--- config.mk ---
export PLATFORM = sky130hd
export DESIGN_NAME = hazard_unit
export DESIGN_NICKNAME = d
export VERILOG_FILES = /design/src/rtl/hazard_unit.sv
export SDC_FILE = /design/constraint.sdc
export NUM_CORES = 1
export LEC_CHECK = 0
export BUFFER_PORTS_ARGS = -buffer_cell sky130_fd_sc_hd__buf_4
export CORE_MARGIN = 4
export CORE_UTILIZATION = 30
export DETAILED_ROUTE_END_ITERATION = 10
export GPL_ROUTABILITY_DRIVEN = 0
export PLACE_DENSITY = 0.76
export SLEW_MARGIN = 20
export SYNTH_ARGS = -nofsm -noshare
export SYNTH_HDL_FRONTEND = slang
export SYNTH_SLANG_ARGS = --single-unit
--- constraint.sdc ---
create_clock -name clk -period 3.3 [get_ports clk]
set_clock_uncertainty 0.05 [all_clocks]
set_input_delay 0.33 -clock clk [delete_from_list [all_inputs] [get_ports clk]]
set_output_delay 0.33 -clock clk [all_outputs]
set_load 0.03 [all_outputs]
--- src/rtl/hazard_unit.sv ---
// hazard_unit: hazard, stall and forwarding controller for the in-order hart.
// Compares the instruction in ID against every back-end stage. A per-stage
// bubble mask keeps bubbles out of the comparison. Produces combinational
// stalls and registered per-operand forwarding selects.
// Optional feature macro: HZ_BRANCH_FW_EN. When it is defined, branch, jalr
// and store operands forward normally. When it is undefined, any match by
// those consumers stalls until the producer has retired.
module hazard_unit #(
    parameter int NBE    = 3,
    parameter int LD_STG = 2,
    parameter int SW     = (NBE > 2) ? $clog2(NBE) : 1
) (
    input  logic              clk,
    input  logic              rst_n,
    input  logic [31:0]       ir_id,
    input  logic [NBE*32-1:0] ir_be,
    input  logic              bus_busy,
    input  logic              amo_req,
    input  logic              amo_ack,
    output logic              stall_if,
    output logic              stall_fe,
    output logic [NBE-1:0]    stall_be,
    output logic              fw_a_en,
    output logic [SW-1:0]     fw_a_sel,
    output logic              fw_b_en,
    output logic [SW-1:0]     fw_b_sel
);

    localparam logic [6:0] OP_R      = 7'b0110011;
    localparam logic [6:0] OP_RW     = 7'b0111011;
    localparam logic [6:0] OP_LOAD   = 7'b0000011;
    localparam logic [6:0] OP_STORE  = 7'b0100011;
    localparam logic [6:0] OP_BRANCH = 7'b1100011;
    localparam logic [6:0] OP_JALR   = 7'b1100111;
    localparam logic [6:0] OP_LUI    = 7'b0110111;
    localparam logic [6:0] OP_AUIPC  = 7'b0010111;
    localparam logic [6:0] OP_JAL    = 7'b1101111;

    // rs1 carries immediate bits for the U/J formats
    function automatic logic uses_rs1(input logic [6:0] op);
        return !(op == OP_LUI || op == OP_AUIPC || op == OP_JAL);
    endfunction

    function automatic logic uses_rs2(input logic [6:0] op);
        return (op == OP_R || op == OP_RW || op == OP_BRANCH || op == OP_STORE);
    endfunction

    // Branch, jalr and store resolve in EX without a forwarding path
    function automatic logic is_ctl_consumer(input logic [6:0] op);
        return (op == OP_BRANCH || op == OP_JALR || op == OP_STORE);
    endfunction

    logic           stall_all;
    logic           hz;
    logic [NBE-1:0] bub;

    logic [6:0]     id_op;
    logic [4:0]     id_rs1;
    logic [4:0]     id_rs2;
    logic           use_a;
    logic           use_b;

    logic [NBE-1:0] prod_vld;
    logic [NBE-1:0] prod_late;
    logic [4:0]     prod_rd [NBE];

    logic           a_match;
    logic [SW-1:0]  a_k;
    logic           a_late;
    logic           b_match;
    logic [SW-1:0]  b_k;
    logic           b_late;

    logic [9:0]        unused_id_bits;
    logic [NBE*20-1:0] unused_be_hi;

    assign id_op  = ir_id[6:0];
    assign id_rs1 = ir_id[19:15];
    assign id_rs2 = ir_id[24:20];
    assign use_a  = uses_rs1(id_op);
    assign use_b  = uses_rs2(id_op);

    assign unused_id_bits = {ir_id[31:25], ir_id[14:12]};

    assign stall_all = !rst_n || bus_busy || (amo_req && !amo_ack);

    // Decode each back-end stage into a producer record (valid, rd, late load)
    always_comb begin
        for (int k = 0; k < NBE; k++) begin
            prod_rd[k]   = ir_be[k*32+7 +: 5];
            prod_vld[k]  = !bub[k]
                           && ir_be[k*32 +: 7] != OP_BRANCH
                           && ir_be[k*32 +: 7] != OP_STORE
                           && ir_be[k*32+7 +: 5] != 5'd0;
            prod_late[k] = (ir_be[k*32 +: 7] == OP_LOAD) && (k < LD_STG);
            unused_be_hi[k*20 +: 20] = ir_be[k*32+12 +: 20];
        end
    end

    // Youngest matching producer per operand: scan oldest to youngest, last hit wins
    always_comb begin
        a_match = 1'b0;
        a_k     = '0;
        a_late  = 1'b0;
        b_match = 1'b0;
        b_k     = '0;
        b_late  = 1'b0;
        for (int k = NBE - 1; k >= 0; k--) begin
            if (prod_vld[k] && prod_rd[k] == id_rs1) begin
                a_match = 1'b1;
                a_k     = SW'(k);
                a_late  = prod_late[k];
            end
            if (prod_vld[k] && prod_rd[k] == id_rs2) begin
                b_match = 1'b1;
                b_k     = SW'(k);
                b_late  = prod_late[k];
            end
        end
    end

    // Hazard: a used operand whose youngest producer cannot be forwarded yet
    always_comb begin
        hz = (use_a && a_match && a_late) || (use_b && b_match && b_late);
`ifndef HZ_BRANCH_FW_EN
        if (is_ctl_consumer(id_op) && ((use_a && a_match) || (use_b && b_match))) begin
            hz = 1'b1;
        end
`endif
    end

    assign stall_fe = stall_all || hz;
    assign stall_if = stall_fe || amo_req;
    assign stall_be = {NBE{stall_all}} | bub;

    // Bubble mask: a held ID injects a bubble into EX; global stalls freeze it
    always_ff @(posedge clk) begin
        if (!rst_n) begin
            bub <= '1;
        end else if (!stall_all) begin
            bub <= {bub[NBE-2:0], hz};
        end
    end

    // Forwarding selects for the instruction about to enter EX
    always_ff @(posedge clk) begin
        if (!rst_n) begin
            fw_a_en  <= 1'b0;
            fw_a_sel <= '0;
            fw_b_en  <= 1'b0;
            fw_b_sel <= '0;
        end else if (!stall_all) begin
            if (hz) begin
                fw_a_en <= 1'b0;
                fw_b_en <= 1'b0;
            end else begin
                fw_a_en <= a_match;
                fw_b_en <= b_match;
                if (a_match) begin
                    fw_a_sel <= a_k;
                end
                if (b_match) begin
                    fw_b_sel <= b_k;
                end
            end
        end
    end

endmodule

## Word level (Yosys, flattened, before mapping)

Cells that the tools add are included.

| storage, ports and cells | value |
|---|---|
| register bits after elaboration | 9 |
| input bits | 133 |

| cells by class | value |
|---|---|
| equality and inequality tests | 22 |
| muxes and demuxes | 19 |
| bitwise operators | 3 |
| reductions and logical operators | 45 |

Operators by type and width:

| cell | number |
|---|---|
| $eq A5 B5 Y1 | 6 |
| $eq A7 B6 Y1 const B | 4 |
| $eq A7 B7 Y1 const B | 3 |
| $logic_and A1 B1 Y1 | 21 |
| $ne A7 B6 Y1 const B | 3 |
| $ne A7 B7 Y1 const B | 3 |
| $reduce_bool A5 Y1 | 3 |
| $eq A7 B2 Y1 const B | 2 |
| $logic_or A1 B1 Y1 | 13 |
| $mux W1 | 13 |
| $mux W2 | 6 |
| $eq A7 B5 Y1 const B | 1 |
| $logic_not A1 Y1 | 6 |
| $reduce_and A3 Y1 | 2 |
| $or A3 B3 Y3 | 1 |
| $not A1 Y1 | 2 |

## Depth between registers and ports, before layout

Gate-level depths: netlist of run 1.

| depth | value |
|---|---|
| depth after elaboration | 14 |
| mapped depth | 8 |
| depth with buffers taken out | 8 |

## Worst setup path before layout of run 1

No wires, ideal clock.

| timing path | value |
|---|---|
| kind | input to output |
| start point | input port ir_be[39] |
| end point | output port stall_if |
| arrival time | 2.092 ns |
| data required time | 2.920 ns |
| setup slack | 0.828 ns |
| cell stages on the path | 7 |
| buffers on the path | 0 |
| cells stage by stage | or4_1 -> o21bai_2 -> a41oi_2 -> a2111o_1 -> o211a_2 -> a21oi_4 -> nand2b_1 |

| on the way | value |
|---|---|
| word-level cells in the longest chain between the ends | 11 |
| elaborated cells between the ends (all ways) | 24 |
| those cells by class | eq/ne: 2; mux: 9; reduce/logical: 13 |

RTL lines:

| item | line | source |
|---|---|---|
| start: declaration | 16 | `input logic [NBE*32-1:0] ir_be,` |
| $reduce_bool A5 Y1 | 94 | `&& ir_be[k*32+7 +: 5] != 5'd0;` |
| $logic_and A1 B1 Y1 | 94 |  |
| $logic_and A1 B1 Y1 (on tied branches) | 109, 114 |  |
| $mux W1 (on tied branches) (2 in series) | 109, 114 |  |
| $logic_and A1 B1 Y1 | 124, 126 |  |
| $logic_and A1 B1 Y1 / $logic_or A1 B1 Y1 (equally long branches) | 124, 126 |  |
| $logic_or A1 B1 Y1 / $logic_and A1 B1 Y1 (equally long branches) | 124, 126 |  |
| $mux W1 (*) | 126 | `if (is_ctl_consumer(id_op) && ((use_a && a_match) \|\| (use_b && b_match))) begin` |
| $logic_or A1 B1 Y1 (*) | 132 | `assign stall_fe = stall_all \|\| hz;` |
| $logic_or A1 B1 Y1 (*) | 133 | `assign stall_if = stall_fe \|\| amo_req;` |
| end: declaration | 20 | `output logic stall_if,` |

Every way passes the cells marked *; elsewhere a longest branch is shown, timed or not.

## Final worst setup path of run 1

Ends and elaborated chain as after synthesis.

==> results of run 1 <==
[cells by family (layout without fill, tap and decap cells)]
| kind of cell | Yosys count | after routing | share of synthesized area [%] |
|---|---|---|---|
| flip-flops | 9 | 9 | 16.0 |
| multiplexers | 1 | 1 | 0.999 |
| AND/OR/NAND/NOR | 67 | 67 | 36.2 |
| XOR/XNOR | 30 | 30 | 23.3 |
| AO/OA/AOI/OAI | 29 | 29 | 21.3 |
| buffers and inverters | 4 | 75 | 2.22 |
[routing by layer]
metal | GRT usage (%) | vias to the layer above
met1 | 17.4 | 594
met3 | 4.49 | 6
met2 | 23.9 | 55
met4 | 3.25 | 0
li1 | - | 665
met5 | 0 | -
[power by group]
part	switching (mW)	internal (mW)
clock network	0.0430	0.0841
logic	0.0663	0.0830
registers	0.00155	0.111
total	0.111	0.278
[flip-flops by register name, summed over array words and instances (netlist names)]
register and flops:
bub 3, fw_a_sel 2, fw_b_sel 2, fw_a_en 1, fw_b_en 1
[layout make-up]
cell class | count | area [sq um] | share of cell area [%]
Clock buffer | 4 | 45.0 | 2.60
Inverter | 3 | 11.3 | 0.651
Multi-Input combinational cell | 127 | 922 | 53.3
Sequential cell | 9 | 180 | 10.4
Tap cell | 48 | 60.1 | 3.47
Timing Repair Buffer | 68 | 510 | 29.5
[cell usage in the layout, fill, tap and decap left out, types with 2 or more instances in the layout]
cell	Yosys	final
buf_4	0	68
xnor2_1	20	20
nand2_1	13	13
xor2_1	10	10
nor2_1	9	9
dfxtp_1	9	9
nand3_1	8	8
nand2b_1	5	5
o21ai_0	5	5
nor4_1	4	4
or3_1	4	4
or4_1	4	4
o211ai_1	4	4
a211oi_1	3	3
a21oi_1	3	3
clkbuf_8	1	3
inv_1	2	2
and2b_2	2	2
nor3_1	2	2
nor2b_1	2	2
o2111ai_1	2	2
[worst max-delay path: stages]
cell,delay [ns]
buf_4,0.13
or4_1,0.56
o21bai_2,0.20
a41oi_2,0.09
a2111o_1,0.48
o211a_2,0.19
a21oi_4,0.20
nand2b_1,0.08
buf_4,0.17
[path summary, 6_finish.rpt]
check / to / slack [ns]
worst max-delay path: stall_if / 0.49
worst min-delay path: bub[1] / 0.29
worst max register to register: fw_a_sel[1] / 0.93
worst min register to register: fw_b_sel[0] / 0.41
[stage by stage]
| step | instance area, sq um | hold WS (ns) | setup slack (ns) |
|---|---|---|---|
| 6_report | 1730 | 0.288 | 0.485 |
| 5_1_grt | 1730 | 0.296 | 0.416 |
| 4_1_cts | 1730 | 0.289 | 0.490 |
| 3_5_place_dp | 1680 | 0.409 | 0.495 |
| 3_3_place_gp | 1680 | 0.399 | 0.507 |
| 2_1_floorplan | 1130 | 0.413 | 0.828 |
==> summary.txt, run 1 <==
Status
  – Status: finished clean

STA
  – Final worst-path cycle share: 85.3%
  – Max-slew violation total from the final report: 0
  – Unrepaired setup endpoints after global routing: no
  – Worst-margin pin slew: 0.840 ns
  – Hold Fails Final Rpt: 0
  – Peak Freq: 355 MHz
  – Fin crit period: 2.81 ns
  – Max-slew headroom: 42.6%
  – Setup TNS: 0 ns
  – Final setup fails: 0

Layout
  – Finished Layout Cells: 259
  – Layout overhead on the synthesized area: 53.4%
  – Final design utilization: 47.6%
  – Antenna fix cells: 0
  – Layout cell share with drive strength beyond 1: 41.7%
  – Layout Nets: 345
  – Fillers: 366

Global routing
  – Antenna violations before repair: 0
  – First-pass GRT wire length: 5.77 mm
  – Vias in the first global route: 1332
  – Grt ovf: 0
  – Largest net degree at the start of global routing: 11
  – Total track usage: 14.2%

Synthesis
  – Synth area leaders: dfxtp_1 (16%), xnor2_1 (16%), xor2_1 (7.8%)
  – EDFF count, synth: 0
  – Top cells by count, synth: xnor2_1 (20), nand2_1 (13), xor2_1 (10)
  – Post-synthesis sequential area ratio: 16.0%
  – Yosys top cell area share: 16.0%
  – Mapped Area: 1130 sq um
  – Cells after Synth: 140
  – Count of cell types in the netlist: 48
  – Post-synthesis net count: 273
  – Yosys warns: 0
  – Post-synth ARST share: 0%
  – Predominant post-synthesis flop cell: dfxtp_1
  – #FFs+latches synth: 9
  – Synthesized area per cell: 8.05 sq um
  – Synth area leader: dfxtp_1
  – Count leader, synth: xnor2_1

Detailed routing
  – Routed Antenna Nets: 0
  – WL/cell: 13.0 um
  – Iteration count of the initial detailed-routing pass: 4
  – Met2 wire len: 1.58 mm
  – Routed wl met3: 276 um
  – M1 wire length: 1.47 mm
  – DRC Markers: 0
  – DRT Wirelength: 3.37 mm
  – Drt initial violations: 25
  – DR vias/cell: 5.10
  – Top sig layer: met4
  – Via count: 1320

Clocking
  – CTS tree: done
  – CTS Hold Buffers Added: 0
  – H-Tree Level Count: 1
  – Num CTS Buffers: 3
  – Clk root buf: clkbuf_8
  – Post-CTS Setup Inserts: 0
  – # resized after CTS: 0
  – Clk sink count: 9
  – Worst-path clk slew: 0.04 ns
  – Clk_lat worst skew: 0.23 ns
  – Clock buffer depth: 2

Critical path
  – CP Capture Type: primary output
  – Worst Setup SP: ir_be[39]
  – CP Max Fanout: 5
  – Arr. time, crit path: 2.43 ns
  – Worst setup path class: in2out
  – CP startpoint kind: primary input
  – Worst R2R Path Depth: 7
  – Reg-to-Reg Start: bub[0]
  – Worst EP required: 2.92 ns

Place
  – Post-DP HPWL: 2.99 mm
  – Port Buffers: 67
  – Placed Instances: 255

Floorplan
  – Core Area: 3630 sq um
  – Die ar.: 4800 sq um
  – Die Y: 69.3 um
  – Initial core utilization: 31.0%
  – Num ports: 144
  – Row cnt: 22
  – Die W: 69.3 um

Min path
  – HP Start: rst_n
  – Hold Crit Class: in2reg
  – Hold path cells: 2

Job
  – MaxCap Viol Count: 0

Pwr
  – Leakage dissipation: 0.671 nW
  – Max VDD drop: 0.110 mV
  – Power per standard cell area: 225 nW/um^2
  – Total power: 389 uW
Note: power is estimated with default switching activity, not from simulation.
==> run 2: changes to the inputs <==
--- a/config.mk
+++ b/config.mk
@@ -5,12 +5,13 @@
 export SDC_FILE = /design/constraint.sdc
 export NUM_CORES = 1
 export LEC_CHECK = 0
+export ABC_AREA = 1
 export BUFFER_PORTS_ARGS = -buffer_cell sky130_fd_sc_hd__buf_4
 export CORE_MARGIN = 4
 export CORE_UTILIZATION = 30
 export DETAILED_ROUTE_END_ITERATION = 10
 export GPL_ROUTABILITY_DRIVEN = 0
-export PLACE_DENSITY = 0.76
+export PLACE_DENSITY = 0.71
 export SLEW_MARGIN = 20
 export SYNTH_ARGS = -nofsm -noshare
 export SYNTH_HDL_FRONTEND = slang
==> constraint.sdc (replaced) <==
create_clock -name clk -period 3.4 [get_ports clk]
set_clock_uncertainty 0.05 [all_clocks]
set_input_delay 0.34 -clock clk [delete_from_list [all_inputs] [get_ports clk]]
set_output_delay 0.34 -clock clk [all_outputs]
set_load 0.03 [all_outputs]
==> run 2 against run 1 <==
Largest cell class unchanged. Sequential share of layout area fell by 1.3 points. Critical path type unchanged. Area after synthesis rose by 21%. Critical path depth rose by 2. Via count rose by 24%. Combinational power rose by 3%. Highest routed layer is now met3. Largest power group unchanged.
==> summary.txt, run 2 <==
Status
  – Status: finished clean

Critical path
  – CP startpoint kind: primary input
  – Worst setup path class: in2out
  – CP Max Fanout: 8
  – Worst path top cell family by delay: simple AND/OR/NAND/NOR gates
  – Worst EP required: 3.01 ns
  – Crit path largest cell delay: 0.35 ns
  – CP bufs+invs: 3
  – Arr. time, crit path: 1.73 ns
  – Reg-to-Reg Start: bub[0]
  – CP Cell Sequence: buf_4 -> nor2_1 -> nor3b_1 -> nor2_2 -> nand2_1 -> nand3_2 -> nand2_1 -> inv_2 -> nand2_4 -> nand3_4 -> buf_4
  – CP Capture Type: primary output
  – CP max-delay cell: nor3b_1
  – Worst Setup SP: ir_be[67]

Pwr
  – Power per standard cell area: 193 nW/um^2
  – Leakage dissipation: 1.19 nW
  – Max VDD drop: 0.157 mV

Global routing
  – First-pass GRT wire length: 6.01 mm
  – Antenna violations before repair: 0
  – Grt ovf: 0
  – Total track usage: 13.3%
  – Largest net degree at the start of global routing: 16
  – Vias in the first global route: 1493

Detailed routing
  – DR vias/cell: 4.44
  – Drt initial violations: 65
  – Via count: 1633
  – WL/cell: 10.2 um
  – DRC Markers: 0
  – Iteration count of the initial detailed-routing pass: 4
  – Routed Antenna Nets: 0
  – DRT Wirelength: 3.76 mm

Clocking
  – Post-CTS Setup Inserts: 0
  – CTS Hold Buffers Added: 0
  – CTS tree: done
  – Num CTS Buffers: 3
  – Clk sink count: 9
  – Worst-path clk slew: 0.04 ns
  – Clk_lat worst skew: 0.23 ns
  – Clk root buf: clkbuf_8
  – # resized after CTS: 0
  – H-Tree Level Count: 1
  – Clock buffer depth: 2

Layout
  – Max reg flops: 3
  – Layout Nets: 450
  – Commonest non-fill, non-tap cell in the layout: nand2_1
  – Top reg by flops: bub
  – Layout overhead on the synthesized area: 44.6%
  – Antenna fix cells: 0
  – Largest regs: bub x3, fw_a_sel x2, fw_b_sel x2
  – Most frequent cells in the layout: nand2_1 (86), buf_4 (67), inv_1 (41)
  – Final instance area: 1970 sq um
  – Layout cell share with drive strength beyond 1: 34.8%
  – Seq. cell area: 180 sq um
  – Area of the multi-input gates: 993 sq um
  – Fillers: 481

Synthesis
  – Yosys warns: 0
  – Synthesized area per cell: 5.54 sq um
  – Synth area leaders: nand2_1 (24%), dfxtp_1 (13%), inv_1 (11%)
  – Post-synth ARST share: 0%
  – Post-synthesis net count: 379
  – EDFF count, synth: 0
  – Yosys top cell area share: 23.7%
  – Synth area leader: nand2_1
  – Top cells by count, synth: nand2_1 (86), inv_1 (41), nor2_1 (25)
  – Mapped Area: 1360 sq um
  – #FFs+latches synth: 9
  – Predominant post-synthesis flop cell: dfxtp_1
  – Count leader, synth: nand2_1
  – Count of cell types in the netlist: 30
  – Cells after Synth: 246
  – Post-synthesis sequential area ratio: 13.2%

Place
  – Port Buffers: 67
  – Placed inst area: 1930 sq um
  – Post-DP HPWL: 3.31 mm

Min path
  – Hold Crit Class: in2reg
  – HP Start: rst_n

Floorplan
  – Row cnt: 24
  – Die Y: 75.4 um
  – Die W: 75.4 um
  – Num ports: 144
  – Core Area: 4380 sq um
  – Die ar.: 5690 sq um
  – Initial core utilization: 31.1%

STA
  – Hold Fails Final Rpt: 0
  – Final setup fails: 0
  – Max-slew headroom: 59.8%
  – Peak Freq: 471 MHz
  – Unrepaired setup endpoints after global routing: no
  – Max-slew violation total from the final report: 0
  – Final worst-path cycle share: 62.4%
  – Worst-margin pin slew: 0.601 ns
  – Setup TNS: 0 ns
  – Fin crit period: 2.12 ns

Job
  – MaxCap Viol Count: 0
[run 2: cell count changes in the layout (fill, tap and decap cells not counted), sizes merged, moves of 5 or more]
cell / before / now
nand2: 13 / 96
inv: 3 / 48
nor2: 10 / 34
nand3: 8 / 18
xor2: 10 / 0
xnor2: 20 / 12
nand4: 1 / 8
or4: 6 / 0
nand2b: 5 / 0
nor4: 6 / 1
or3: 5 / 0
[run 2: path summary, 6_finish.rpt]
kind	slack, ns	to	depth (start not counted)
setup / recovery	1.28	stall_fe	11
hold / removal	0.28	bub[2]	2
setup reg to reg	1.90	fw_a_sel[1]	10
hold reg to reg	0.41	bub[0]	2
[run 2: worst reg2reg max path, delay by kind of cell, from the launching register on]
| family | cells | cell delay, ns |
|---|---|---|
| and+or+nand+nor | 8 | 0.79 |
| DFF | 1 | 0.30 |
| AOI/OAI and AO/OA | 1 | 0.16 |
| buffers and inverters | 1 | 0.08 |
[run 2: layer usage]
metal  wire [um]  up-vias  GRT usage, %
li1            -      891             -
met1        1670      690          17.3
met2        1780       52          23.7
met3         298        0          3.17
met4           0        0         0.583
met5           0        -             0
[run 2: power breakdown]
group / switching [mW] / internal [mW] / leakage [nW] / total (mW)
Sequential: 0.000447 / 0.107 / 0.0728 / 0.108
Clock: 0.0389 / 0.0814 / 0.0228 / 0.120
Combinational: 0.0758 / 0.0769 / 1.09 / 0.153
[run 2: layout make-up]
cell class | instances | share of cell area [%]
Clock buffer | 4 | 2.28
Inverter | 49 | 9.39
Multi-Input combinational cell | 187 | 50.4
Sequential cell | 9 | 9.14
Tap cell | 52 | 3.30
Timing Repair Buffer | 67 | 25.5
[run 2: kinds of logic after synthesis]
kind of cell,share of synthesized area (%)
xor+xnor,7.71
buf+inv,13.9
flops,13.2
simple gates,59.6
compound gates,5.50
[run 2: stage by stage]
step / power (mW) / setup slack, ns / instances / utilization (%) / hold slack [ns]
after floorplan: 0.184 / 1.61 / 246 / - / 0.359
after global placement: 0.261 / 1.30 / 364 / 43.9 / 0.400
after detailed placement: 0.263 / 1.27 / 364 / 43.9 / 0.405
after CTS: 0.387 / 1.26 / 368 / 45.0 / 0.280
after global routing: 0.412 / 1.11 / 368 / 45.0 / 0.283
final: 0.380 / 1.28 / 368 / 45.0 / 0.285
